## src/rtl/world_clock_core.sv

```systemverilog
// -----------------------------------------------------------------------------
// world_clock_core
//   Local time-of-day clock with a set mode, 12/24 h display flag and a bank of
//   NUM_ZONES foreign time zones expressed as signed hour offsets.
//
// Optional feature macro: ALARM_EN adds a single daily alarm (hh:mm:00).
//
// Parameters
//   TICKS_PER_SEC  clock cycles per second (>= 2)
//   NUM_ZONES      number of foreign zones (1..8)
//   ZW             zone-select width, 2**ZW >= NUM_ZONES
//
// Ports
//   clock        system clock, rising edge
//   reset        asynchronous active-low reset
//   run          1 = timekeeping, 0 = set mode (time frozen)
//   button[6:0]  levels: hour-, hour+, min-, min+, sec-, sec+, 12/24 toggle
//   zone_wr      strobe: store zone_off into slot zone_sel
//   zone_sel     target zone slot
//   zone_off     signed hour offset (-12..+14 accepted)
//   hour/minute/second  local time, binary
//   mode_12_24   0 = 24 h, 1 = 12 h display
//   zone_hour    per-zone hour, zone k at [5k+4:5k]
//   zone_pm      bit k set when zone k hour >= 12
//   sec_tick     one-cycle pulse on each second increment
//   changed      one-cycle refresh pulse, one cycle after a visible change
//   (ALARM_EN) alarm_wr, alarm_h, alarm_m, alarm_ack in; alarm out
// -----------------------------------------------------------------------------
module world_clock_core #(
  parameter int TICKS_PER_SEC = 1000,
  parameter int NUM_ZONES     = 4,
  parameter int ZW            = 2
) (
  input  logic                   clock,
  input  logic                   reset,
  input  logic                   run,
  input  logic [6:0]             button,
  input  logic                   zone_wr,
  input  logic [ZW-1:0]          zone_sel,
  input  logic [4:0]             zone_off,
`ifdef ALARM_EN
  input  logic                   alarm_wr,
  input  logic [4:0]             alarm_h,
  input  logic [5:0]             alarm_m,
  input  logic                   alarm_ack,
  output logic                   alarm,
`endif
  output logic [4:0]             hour,
  output logic [5:0]             minute,
  output logic [5:0]             second,
  output logic                   mode_12_24,
  output logic [5*NUM_ZONES-1:0] zone_hour,
  output logic [NUM_ZONES-1:0]   zone_pm,
  output logic                   sec_tick,
  output logic                   changed
);

  localparam int PW = $clog2(TICKS_PER_SEC);
  localparam logic [PW-1:0] PRESC_MAX = PW'(TICKS_PER_SEC - 1);

  // Increment with wrap to zero after max.
  function automatic logic [5:0] wrap_inc(input logic [5:0] v, input logic [5:0] max);
    return (v == max) ? 6'd0 : v + 6'd1;
  endfunction

  // Decrement with wrap from zero to max.
  function automatic logic [5:0] wrap_dec(input logic [5:0] v, input logic [5:0] max);
    return (v == 6'd0) ? max : v - 6'd1;
  endfunction

  // (h + off + 24) mod 24; the +24 keeps the sum positive for off >= -12.
  function automatic logic [4:0] zone_hr(input logic [4:0] h, input logic [4:0] off);
    logic [6:0] s;
    s = {2'b00, h} + {{2{off[4]}}, off} + 7'd24;
    if (s >= 7'd48) begin
      s = s - 7'd48;
    end else if (s >= 7'd24) begin
      s = s - 7'd24;
    end else begin
      s = s;
    end
    return s[4:0];
  endfunction

  logic [PW-1:0]          presc_q, presc_d;
  logic [5:0]             sec_q, sec_d;
  logic [5:0]             min_q, min_d;
  logic [4:0]             hour_q, hour_d;
  logic                   mode_q, mode_d;
  logic [6:0]             btn_q;
  logic [6:0]             rise_q;
  logic [4:0]             off_q [NUM_ZONES];
  logic [4:0]             off_d [NUM_ZONES];
  logic [5*NUM_ZONES-1:0] zone_hour_q, zone_hour_d;
  logic [NUM_ZONES-1:0]   zone_pm_q, zone_pm_d;
  logic                   sec_tick_q;
  logic                   upd_q;
  logic                   changed_q;

  logic                   tick_s;
  logic                   upd_s;
  logic                   off_ok_s;
  logic                   off_chg_s;
  logic [5:0]             h_inc_s, h_dec_s, m_inc_s, m_dec_s, s_inc_s, s_dec_s;

  // Terminal count is taken from the prescaler value alone, so a wrap that
  // coincides with run falling still advances the time.
  assign tick_s  = (presc_q == PRESC_MAX);

  assign h_inc_s = wrap_inc({1'b0, hour_q}, 6'd23);
  assign h_dec_s = wrap_dec({1'b0, hour_q}, 6'd23);
  assign m_inc_s = wrap_inc(min_q, 6'd59);
  assign m_dec_s = wrap_dec(min_q, 6'd59);
  assign s_inc_s = wrap_inc(sec_q, 6'd59);
  assign s_dec_s = wrap_dec(sec_q, 6'd59);

  // Prescaler next state: count while running, parked at zero in set mode.
  always_comb begin
    presc_d = '0;
    if (!run) begin
      presc_d = '0;
    end else if (tick_s) begin
      presc_d = '0;
    end else begin
      presc_d = presc_q + PW'(1);
    end
  end

  // Time next state: carry chain on tick, single-field adjust in set mode.
  always_comb begin
    sec_d  = sec_q;
    min_d  = min_q;
    hour_d = hour_q;
    if (tick_s) begin
      sec_d = s_inc_s;
      if (sec_q == 6'd59) begin
        min_d = m_inc_s;
        if (min_q == 6'd59) begin
          hour_d = h_inc_s[4:0];
        end else begin
          hour_d = hour_q;
        end
      end else begin
        min_d = min_q;
      end
    end else if (!run) begin
      // Lowest-index adjust edge wins; others in the same cycle are dropped.
      if (rise_q[0]) begin
        hour_d = h_dec_s[4:0];
      end else if (rise_q[1]) begin
        hour_d = h_inc_s[4:0];
      end else if (rise_q[2]) begin
        min_d = m_dec_s;
      end else if (rise_q[3]) begin
        min_d = m_inc_s;
      end else if (rise_q[4]) begin
        sec_d = s_dec_s;
      end else if (rise_q[5]) begin
        sec_d = s_inc_s;
      end else begin
        sec_d = sec_q;
      end
    end else begin
      sec_d = sec_q;
    end
  end

  // Display mode toggles on its edge regardless of run.
  always_comb begin
    mode_d = mode_q;
    if (rise_q[6]) begin
      mode_d = ~mode_q;
    end else begin
      mode_d = mode_q;
    end
  end

  assign off_ok_s = zone_wr && (32'(zone_sel) < NUM_ZONES) &&
                    ($signed(zone_off) >= -5'sd12) && ($signed(zone_off) <= 5'sd14);

  // Offset bank next state and detection of an actual offset change.
  always_comb begin
    off_chg_s = 1'b0;
    for (int k = 0; k < NUM_ZONES; k++) begin
      off_d[k] = off_q[k];
      if (off_ok_s && (zone_sel == ZW'(k))) begin
        off_d[k] = zone_off;
        if (zone_off != off_q[k]) begin
          off_chg_s = 1'b1;
        end else begin
          off_chg_s = off_chg_s;
        end
      end else begin
        off_d[k] = off_q[k];
      end
    end
  end

  // Zone hours are derived from the current registers, hence one cycle behind.
  always_comb begin
    zone_hour_d = '0;
    zone_pm_d   = '0;
    for (int k = 0; k < NUM_ZONES; k++) begin
      zone_hour_d[5*k +: 5] = zone_hr(hour_q, off_q[k]);
      zone_pm_d[k]          = (zone_hr(hour_q, off_q[k]) >= 5'd12);
    end
  end

  assign upd_s = (sec_d != sec_q) || (min_d != min_q) || (hour_d != hour_q) ||
                 (mode_d != mode_q) || off_chg_s;

  // Main state registers.
  always_ff @(posedge clock or negedge reset) begin
    if (!reset) begin
      presc_q     <= '0;
      sec_q       <= 6'd0;
      min_q       <= 6'd0;
      hour_q      <= 5'd0;
      mode_q      <= 1'b0;
      btn_q       <= 7'd0;
      rise_q      <= 7'd0;
      zone_hour_q <= '0;
      zone_pm_q   <= '0;
      sec_tick_q  <= 1'b0;
      upd_q       <= 1'b0;
      changed_q   <= 1'b0;
      for (int k = 0; k < NUM_ZONES; k++) begin
        off_q[k] <= 5'd0;
      end
    end else begin
      presc_q     <= presc_d;
      sec_q       <= sec_d;
      min_q       <= min_d;
      hour_q      <= hour_d;
      mode_q      <= mode_d;
      btn_q       <= button;
      // Registered edge: the action reaches the outputs on the following edge.
      rise_q      <= button & ~btn_q;
      zone_hour_q <= zone_hour_d;
      zone_pm_q   <= zone_pm_d;
      sec_tick_q  <= tick_s;
      upd_q       <= upd_s;
      changed_q   <= upd_q;
      for (int k = 0; k < NUM_ZONES; k++) begin
        off_q[k] <= off_d[k];
      end
    end
  end

`ifdef ALARM_EN
  logic [4:0] al_h_q;
  logic [5:0] al_m_q;
  logic [5:0] al_cnt_q;
  logic       armed_q;
  logic       alarm_q;
  logic       al_hit_s;

  // Fires on the tick that lands exactly on the armed hh:mm:00.
  assign al_hit_s = tick_s && armed_q && (hour_d == al_h_q) &&
                    (min_d == al_m_q) && (sec_d == 6'd0);

  // Alarm setting, ring state and 60-second auto-clear counter.
  always_ff @(posedge clock or negedge reset) begin
    if (!reset) begin
      al_h_q   <= 5'd0;
      al_m_q   <= 6'd0;
      al_cnt_q <= 6'd0;
      armed_q  <= 1'b0;
      alarm_q  <= 1'b0;
    end else begin
      if (alarm_wr) begin
        al_h_q  <= alarm_h;
        al_m_q  <= alarm_m;
        armed_q <= 1'b1;
      end else begin
        armed_q <= armed_q;
      end
      if (al_hit_s) begin
        alarm_q  <= 1'b1;
        al_cnt_q <= 6'd0;
      end else if (alarm_ack) begin
        alarm_q  <= 1'b0;
        al_cnt_q <= 6'd0;
      end else if (alarm_q && tick_s) begin
        if (al_cnt_q == 6'd59) begin
          alarm_q  <= 1'b0;
          al_cnt_q <= 6'd0;
        end else begin
          al_cnt_q <= al_cnt_q + 6'd1;
        end
      end else begin
        alarm_q <= alarm_q;
      end
    end
  end

  assign alarm = alarm_q;
`else
`endif

  assign hour       = hour_q;
  assign minute     = min_q;
  assign second     = sec_q;
  assign mode_12_24 = mode_q;
  assign zone_hour  = zone_hour_q;
  assign zone_pm    = zone_pm_q;
  assign sec_tick   = sec_tick_q;
  assign changed    = changed_q;

endmodule

```

## config.mk

```make
export PLATFORM = sky130hd
export DESIGN_NAME = world_clock_core
export DESIGN_NICKNAME = d
export VERILOG_FILES = /design/src/rtl/world_clock_core.sv
export SDC_FILE = /design/constraint.sdc
export NUM_CORES = 1
export LEC_CHECK = 0
export CORE_MARGIN = 4
export CORE_UTILIZATION = 50
export CTS_CLUSTER_SIZE = 16
export DETAILED_ROUTE_END_ITERATION = 8
export PLACE_DENSITY = 0.81
export SLEW_MARGIN = 30
export SYNTH_ARGS = -nofsm -noshare
export SYNTH_HDL_FRONTEND = slang
export SYNTH_SLANG_ARGS = --single-unit
```

## constraint.sdc

```tcl
create_clock -name clock -period 3 [get_ports clock]
set_input_delay 0.45 -clock clock [delete_from_list [all_inputs] [get_ports clock]]
set_output_delay 0.45 -clock clock [all_outputs]
set_load 0.01 [all_outputs]
```

==> impl_metrics.tcl, run 1 <==
set metrics [dict create \
    fin_ws_ns 0.0973 \
    drt_iter0_markers 546 \
    r2r_start "hour[2]$_DFF_PN0_" \
    clock_sinks 89 \
    grt.overflow.total 0 \
    cts_root_buf "clkbuf_16" \
    worst_pin_slew_ns 0.637 \
    worstSetupPathType "reg2reg" \
    dp_hpwl_um 11700 \
    place_area_sq_um 7170 \
    grtUsageTotal 0.232 \
    final_antenna_net_count 0 \
    viasPerCell 5.93 \
    p_leak_nw 3.28 \
    yosysWarnings 0 \
    ff2ff_path_depth 11 \
    skew_ns 0.00843 \
    syn_avg_cell_area_sq_um 9.07 \
    finalNetCount 840 \
    cts_buffer_depth 2 \
    synth_area_sq_um 6210 \
    fmax_ghz 0.345 \
    boundaryPins 62 \
    worstSetupStartpointType "flop" \
    maxSlewViolCount 0 \
    preCtsSetupSlack_ns -0.0164 \
    use_met1 0.287 \
    port_buffers 61 \
    hold_violations 0 \
    start_util 0.513 \
    die_x_um 119 \
    wl_um 16200 \
    die_h_um 119 \
    seq_area_sq_um 2230 \
    firstDrtPassIters 8 \
    grt_max_degree 48 \
    final_core_util 0.625 \
    grt_pass1_wl_um 27000 \
    synth_cell_types 74 \
    status "completed" \
    ys_seq_elements 89 \
    place_congestion 0.943 \
    synthArstFlopShare 1.00 \
    cts_tree "built" \
    synth.largest_area_cell "dfrtp_1" \
    synthFlopType "dfrtp_1" \
    cp_max_fo 6 \
    drive_gt1_frac 0.125 \
    drv_cap 0 \
    numCtsBuffers 9 \
    irDropWorstVdd_mv 0.379 \
    r2r-end "zone_pm[1]$_DFF_PN0_" \
    vias 5558 \
    dp.cells 917 \
    power_density_nw_per_um2 987 \
    postCtsHoldBufs 0 \
    std_cell_rows 40 \
    grt_most_used_layer "met2" \
    cp-end-kind "flop" \
    post_drt_wl_per_cell_um 17.3 \
    r2r_slack_ns 0.1 \
    synth_edf_count 0 \
    area_growth_pct 21.9 \
    grt_pass1_vias 5511 \
    clk_pin_slew_ns 0.07 \
    antenna_found_initial 0 \
    synthesis.nets 760 \
    setup-violations-final 0 \
    synth.top_cell.area_share 0.358 \
    synthCells 685 \
    slew_headroom 0.572 \
    filler_cell_count 998 \
    arrival_ns 3.12 \
    min_period_ns 2.90 \
    layout_commonest_cell "dfrtp_1" \
    multi_input_area_sq_um 3660 \
    htree_levels 3 \
    final_cell_mix "dfrtp_1 (86), nand2_1 (62), clkdlybuf4s50_1 (60)" \
    fin_cells 937 \
    antenna_cells 0 \
    core-area_sq_um 12100 \
    crit_start "hour[2]$_DFF_PN0_" \
    grt_use_met3 0.0318 \
    grt_use_met2 0.407 \
    crit_required_ns 3.22 \
    power_w 0.00747 \
    clock_latency_ns 0.35 \
    ys_seq_area_frac 0.358 \
    synthTopCellsByArea "dfrtp_1 (36%), ha_1 (11%), nand2_1 (3.7%)" \
    die_area_sq_um 14300 \
    drc_errors 0 \
    hold_class "in2async" \
    design_area_sq_um 7570 \
    finalCritPeriodShare 0.968 \
]
## layer usage
layer  vias up  part of all wire
met2       221              0.51
met1      2701              0.41
met4         0             0.030
met5         -                 0
li1       2597                 -
met3        39             0.053
## how the worst max path moves through the flow
stage / to / slack [ns] / depth (start not counted)
floorplan: upd_q$_DFF_PN0_ / 0.11 / 10
global placement: zone_pm[3]$_DFF_PN0_ / 0.13 / 11
detailed placement: zone_pm[3]$_DFF_PN0_ / -0.02 / 11
CTS: zone_pm[3]$_DFF_PN0_ / 0.03 / 11
global route: zone_pm[3]$_DFF_PN0_ / -0.02 / 11
finish: zone_pm[1]$_DFF_PN0_ / 0.1 / 11
## report_power, final
| group | switching (W) | leakage, nW | total (W) | internal [W] |
|---|---|---|---|---|
| registers | 0.000271 | 1.08 | 0.00184 | 0.00157 |
| clock network | 0.000489 | 0.156 | 0.00124 | 0.000752 |
| logic | 0.00237 | 2.05 | 0.00439 | 0.00201 |
| total | 0.00313 | 3.28 | 0.00747 | 0.00434 |
## what timing repair did
action | 4_1_cts | 5_1_grt
buffers inserted | 0 | 5
gates resized for setup | 1 | 10
pin swaps | 0 | 2
endpoints found under the setup margin | 2 | 9
## cells in the mapped netlist (3+ instances only)
master     instances
nor3b_1            3
mux2i_1            8
o22ai_1            3
nand2_1           62
clkbuf_1          27
o211ai_1          12
nor2b_1           18
a21o_1             5
or2_2              3
ha_1              53
nor4_1             7
buf_2              4
a211oi_1          10
nor2_1            41
and2_1             7
nand2b_1           6
o31ai_1            7
or4_1              3
nand4_1            7
fa_1               4
a21boi_0           6
o21ai_0           34
nor3_1            11
inv_1             57
xnor2_1           23
dfrtp_1           89
o2111ai_1          8
a31oi_1           10
and3_1             4
or3_1              7
a32oi_1            4
a22oi_1            3
mux2_2            15
xor2_1            18
o21a_1             5
nand3_1           22
a21oi_1           35
## cell type report
cell class                 instances  area share
inverter                          58      0.0294
timing repair buffer             103       0.123
sequential                        89       0.295
clock inverter                     4      0.0102
multi-input combinational        504       0.483
clock buffer                      11      0.0321
tap                              168      0.0278
## cell families (layout without fill, tap and decap cells)
| group | after synthesis | in the layout | synth area share |
|---|---|---|---|
| XOR/XNOR | 41 | 41 | 0.0578 |
| flip-flops | 89 | 89 | 0.358 |
| buffers and inverters | 92 | 176 | 0.0610 |
| adder cells (fa/ha/maj) | 57 | 57 | 0.120 |
| AO/OA/AOI/OAI | 171 | 171 | 0.191 |
| multiplexers | 23 | 23 | 0.0401 |
| AND/OR/NAND/NOR | 212 | 212 | 0.172 |
## per-stage QoR
stage / hold WS (ns) / TNS, ns
after CTS: 0.111 / 0
after floorplan: 0.154 / 0
final: 0.0787 / 0
after global routing: 0.125 / -0.0169
after global placement: 0.385 / 0
after detailed placement: 0.383 / -0.0164
## state kept, by name, summed over array words and instances (netlist names), 4 cells and up
register	flops
rise_q	7
minute	6
btn_q	7
second	6
zone_pm	4
zone_hour	20
presc_q	10
hour	5
off_q	20
## critical path, stage by stage (launching register included)
cell and delay [ns]:
dfrtp_2 0.48, ha_1 0.36, ha_1 0.31, a21o_1 0.16, a21oi_1 0.27, xor2_1 0.29
inv_1 0.10, ha_1 0.23, a21oi_1 0.14, a211oi_1 0.08, xnor2_1 0.21, o2111ai_1 0.13
Note: power is estimated with default switching activity, not from simulation.
==> inputs of run 2 (changes only) <==
--- a/config.mk
+++ b/config.mk
@@ -6,10 +6,10 @@
 export NUM_CORES = 1
 export LEC_CHECK = 0
 export CORE_MARGIN = 4
-export CORE_UTILIZATION = 50
+export CORE_UTILIZATION = 53
 export CTS_CLUSTER_SIZE = 16
 export DETAILED_ROUTE_END_ITERATION = 8
-export PLACE_DENSITY = 0.81
+export PLACE_DENSITY = 0.85
 export SLEW_MARGIN = 30
 export SYNTH_ARGS = -nofsm -noshare
 export SYNTH_HDL_FRONTEND = slang
==> impl_metrics.tcl, run 2 (same netlist as run 1, synthesis figures left out) <==
set metrics [dict create \
    power_density_nw_per_um2 986 \
    clock_latency_ns 0.36 \
    final_cell_mix "dfrtp_1 (86), nand2_1 (62), clkdlybuf4s50_1 (60)" \
    vias 5586 \
    htree_levels 3 \
    drc_errors 0 \
    drive_gt1_frac 0.125 \
    area_growth_pct 21.0 \
    crit_required_ns 3.22 \
    cp_slowest_cell "dfrtp_2" \
    worst_pin_slew_ns 0.671 \
    finalCritPeriodShare 0.963 \
    die_area_sq_um 13500 \
    post_drt_wl_per_cell_um 17.5 \
    dp_hpwl_um 11600 \
    status "completed" \
    rsz0062_at_grt "yes" \
    filler_cell_count 894 \
    drt_iter0_markers 495 \
    preCtsSetupSlack_ns 0.0700 \
    worstSetupPathType "reg2reg" \
    clk_pin_slew_ns 0.07 \
    grtUsageTotal 0.249 \
    crit_chain "ha_1, ha_1, inv_1, fa_1, nor2b_1, o21a_1, or3_1, and2_1, a211oi_2, xnor2_1, o2111ai_1" \
    final_antenna_net_count 0 \
    boundaryPins 62 \
    grt_max_degree 47 \
    min_period_ns 2.89 \
    critical_path.top_delay_family "adder cells" \
    setup-violations-final 0 \
    arrival_ns 3.11 \
    skew_ns 0.00899 \
    grt.overflow.total 0 \
    fmax_ghz 0.346 \
    place_congestion 0.943 \
    cp_common_cell "ha_1" \
    start_util 0.542 \
    viasPerCell 6.13 \
    die_x_um 116 \
    worst-path-buf-inv 1 \
    drv_cap 0 \
    slew_headroom 0.549 \
    cpPeakStageDelay_ns 0.50 \
    clock_sinks 89 \
    wl_um 15900 \
    grt_pass1_vias 5734 \
    postCtsHoldBufs 0 \
    hold_violations 0 \
    final_core_util 0.655 \
    antenna_found_initial 0 \
    cp-end-kind "flop" \
    place_area_sq_um 7150 \
    numCtsBuffers 9 \
    cts_buffer_depth 2 \
    cts_root_buf "clkbuf_16" \
    hold_class "in2async" \
    antenna_cells 0 \
    worstSetupStartpointType "flop" \
    core-area_sq_um 11500 \
    irDropWorstVdd_mv 0.765 \
    grt_pass1_wl_um 26800 \
    fin_ws_ns 0.110 \
    layout_commonest_cell "dfrtp_1" \
    design_area_sq_um 7520 \
    cp_max_fo 7 \
    maxSlewViolCount 0 \
    firstDrtPassIters 5 \
    cts_tree "built" \
    std_cell_rows 39 \
    port_buffers 61 \
    finalNetCount 838 \
    die_h_um 116 \
    p_leak_nw 3.27 \
]
[run 2: cell count changes in the layout (fill, tap and decap cells not counted), sizes merged]
cell and change:
bufinv -1, inv +1, clkinvlp +2, buf -2, clkinv -1
[run 2: path summary, 6_finish.rpt]
path / from / endpoint / slack [ns] / cells past startpoint
min in group clock: btn_q[1]$_DFF_PN0_ / rise_q[1]$_DFF_PN0_ / 0.39 / 1
max: hour[1]$_DFF_PN0_ / zone_pm[0]$_DFF_PN0_ / 0.11 / 11
min reg2reg: btn_q[1]$_DFF_PN0_ / rise_q[1]$_DFF_PN0_ / 0.39 / 1
max reg2reg: hour[1]$_DFF_PN0_ / zone_pm[0]$_DFF_PN0_ / 0.11 / 11
min: reset / zone_pm[0]$_DFF_PN0_ / 0.09 / 1
max in group asynchronous: reset / hour[0]$_DFF_PN0_ / 2.21 / 2
[run 2: power by group]
part | leakage (nW) | switching [W] | internal (W)
combinational | 2.04 | 0.00237 | 0.00201
clock | 0.148 | 0.000498 | 0.000696
sequential | 1.08 | 0.000264 | 0.00157
total | 3.27 | 0.00313 | 0.00428
[run 2: final cells by class]
class | instances | area, sq um | area share
Timing Repair Buffer | 101 | 921 | 0.123
Inverter | 58 | 223 | 0.0296
Multi-Input combinational cell | 504 | 3650 | 0.485
Tap cell | 143 | 179 | 0.0238
Clock inverter | 5 | 62.6 | 0.00832
Clock buffer | 11 | 253 | 0.0336
Sequential cell | 89 | 2230 | 0.297
[run 2: stage by stage]
stage	hold slack (ns)	setup TNS, ns	cells	total power, W
floorplan	0.154	0	685	0.00457
global placement	0.382	0	894	0.00577
detailed placement	0.382	0	894	0.00601
CTS	0.118	0	910	0.00725
global route	0.158	-0.0685	911	0.00802
finish	0.0929	0	911	0.00741
[run 2: worst reg2reg max path, delay by kind of cell, from the launching register on]
kind | cells | cell delay [ns]
fa+ha+maj | 3 | 0.77
buf+inv | 1 | 0.07
flops | 1 | 0.50
xor+xnor | 1 | 0.18
compound gates | 3 | 0.59
simple gates | 3 | 0.64
[run 2: layer usage]
metal / wire length, um / global-route usage
met3: 939 / 0.0430
met1: 6480 / 0.298
met5: 0 / 0
met2: 7910 / 0.426
met4: 615 / 0.135
[run 2: repair_timing]
action	CTS	global route
gates resized for setup	1	9
gates cloned	0	0
setup endpoints to repair	1	6
buffers inserted	0	1
==> inputs of run 3 (changes only) <==
--- a/config.mk
+++ b/config.mk
@@ -5,6 +5,7 @@
 export SDC_FILE = /design/constraint.sdc
 export NUM_CORES = 1
 export LEC_CHECK = 0
+export ABC_AREA = 0
 export CORE_MARGIN = 4
 export CORE_UTILIZATION = 53
 export CTS_CLUSTER_SIZE = 16
==> results of run 3 <==
Same layout as run 2: the final DEF is identical, and so are final timing and power.
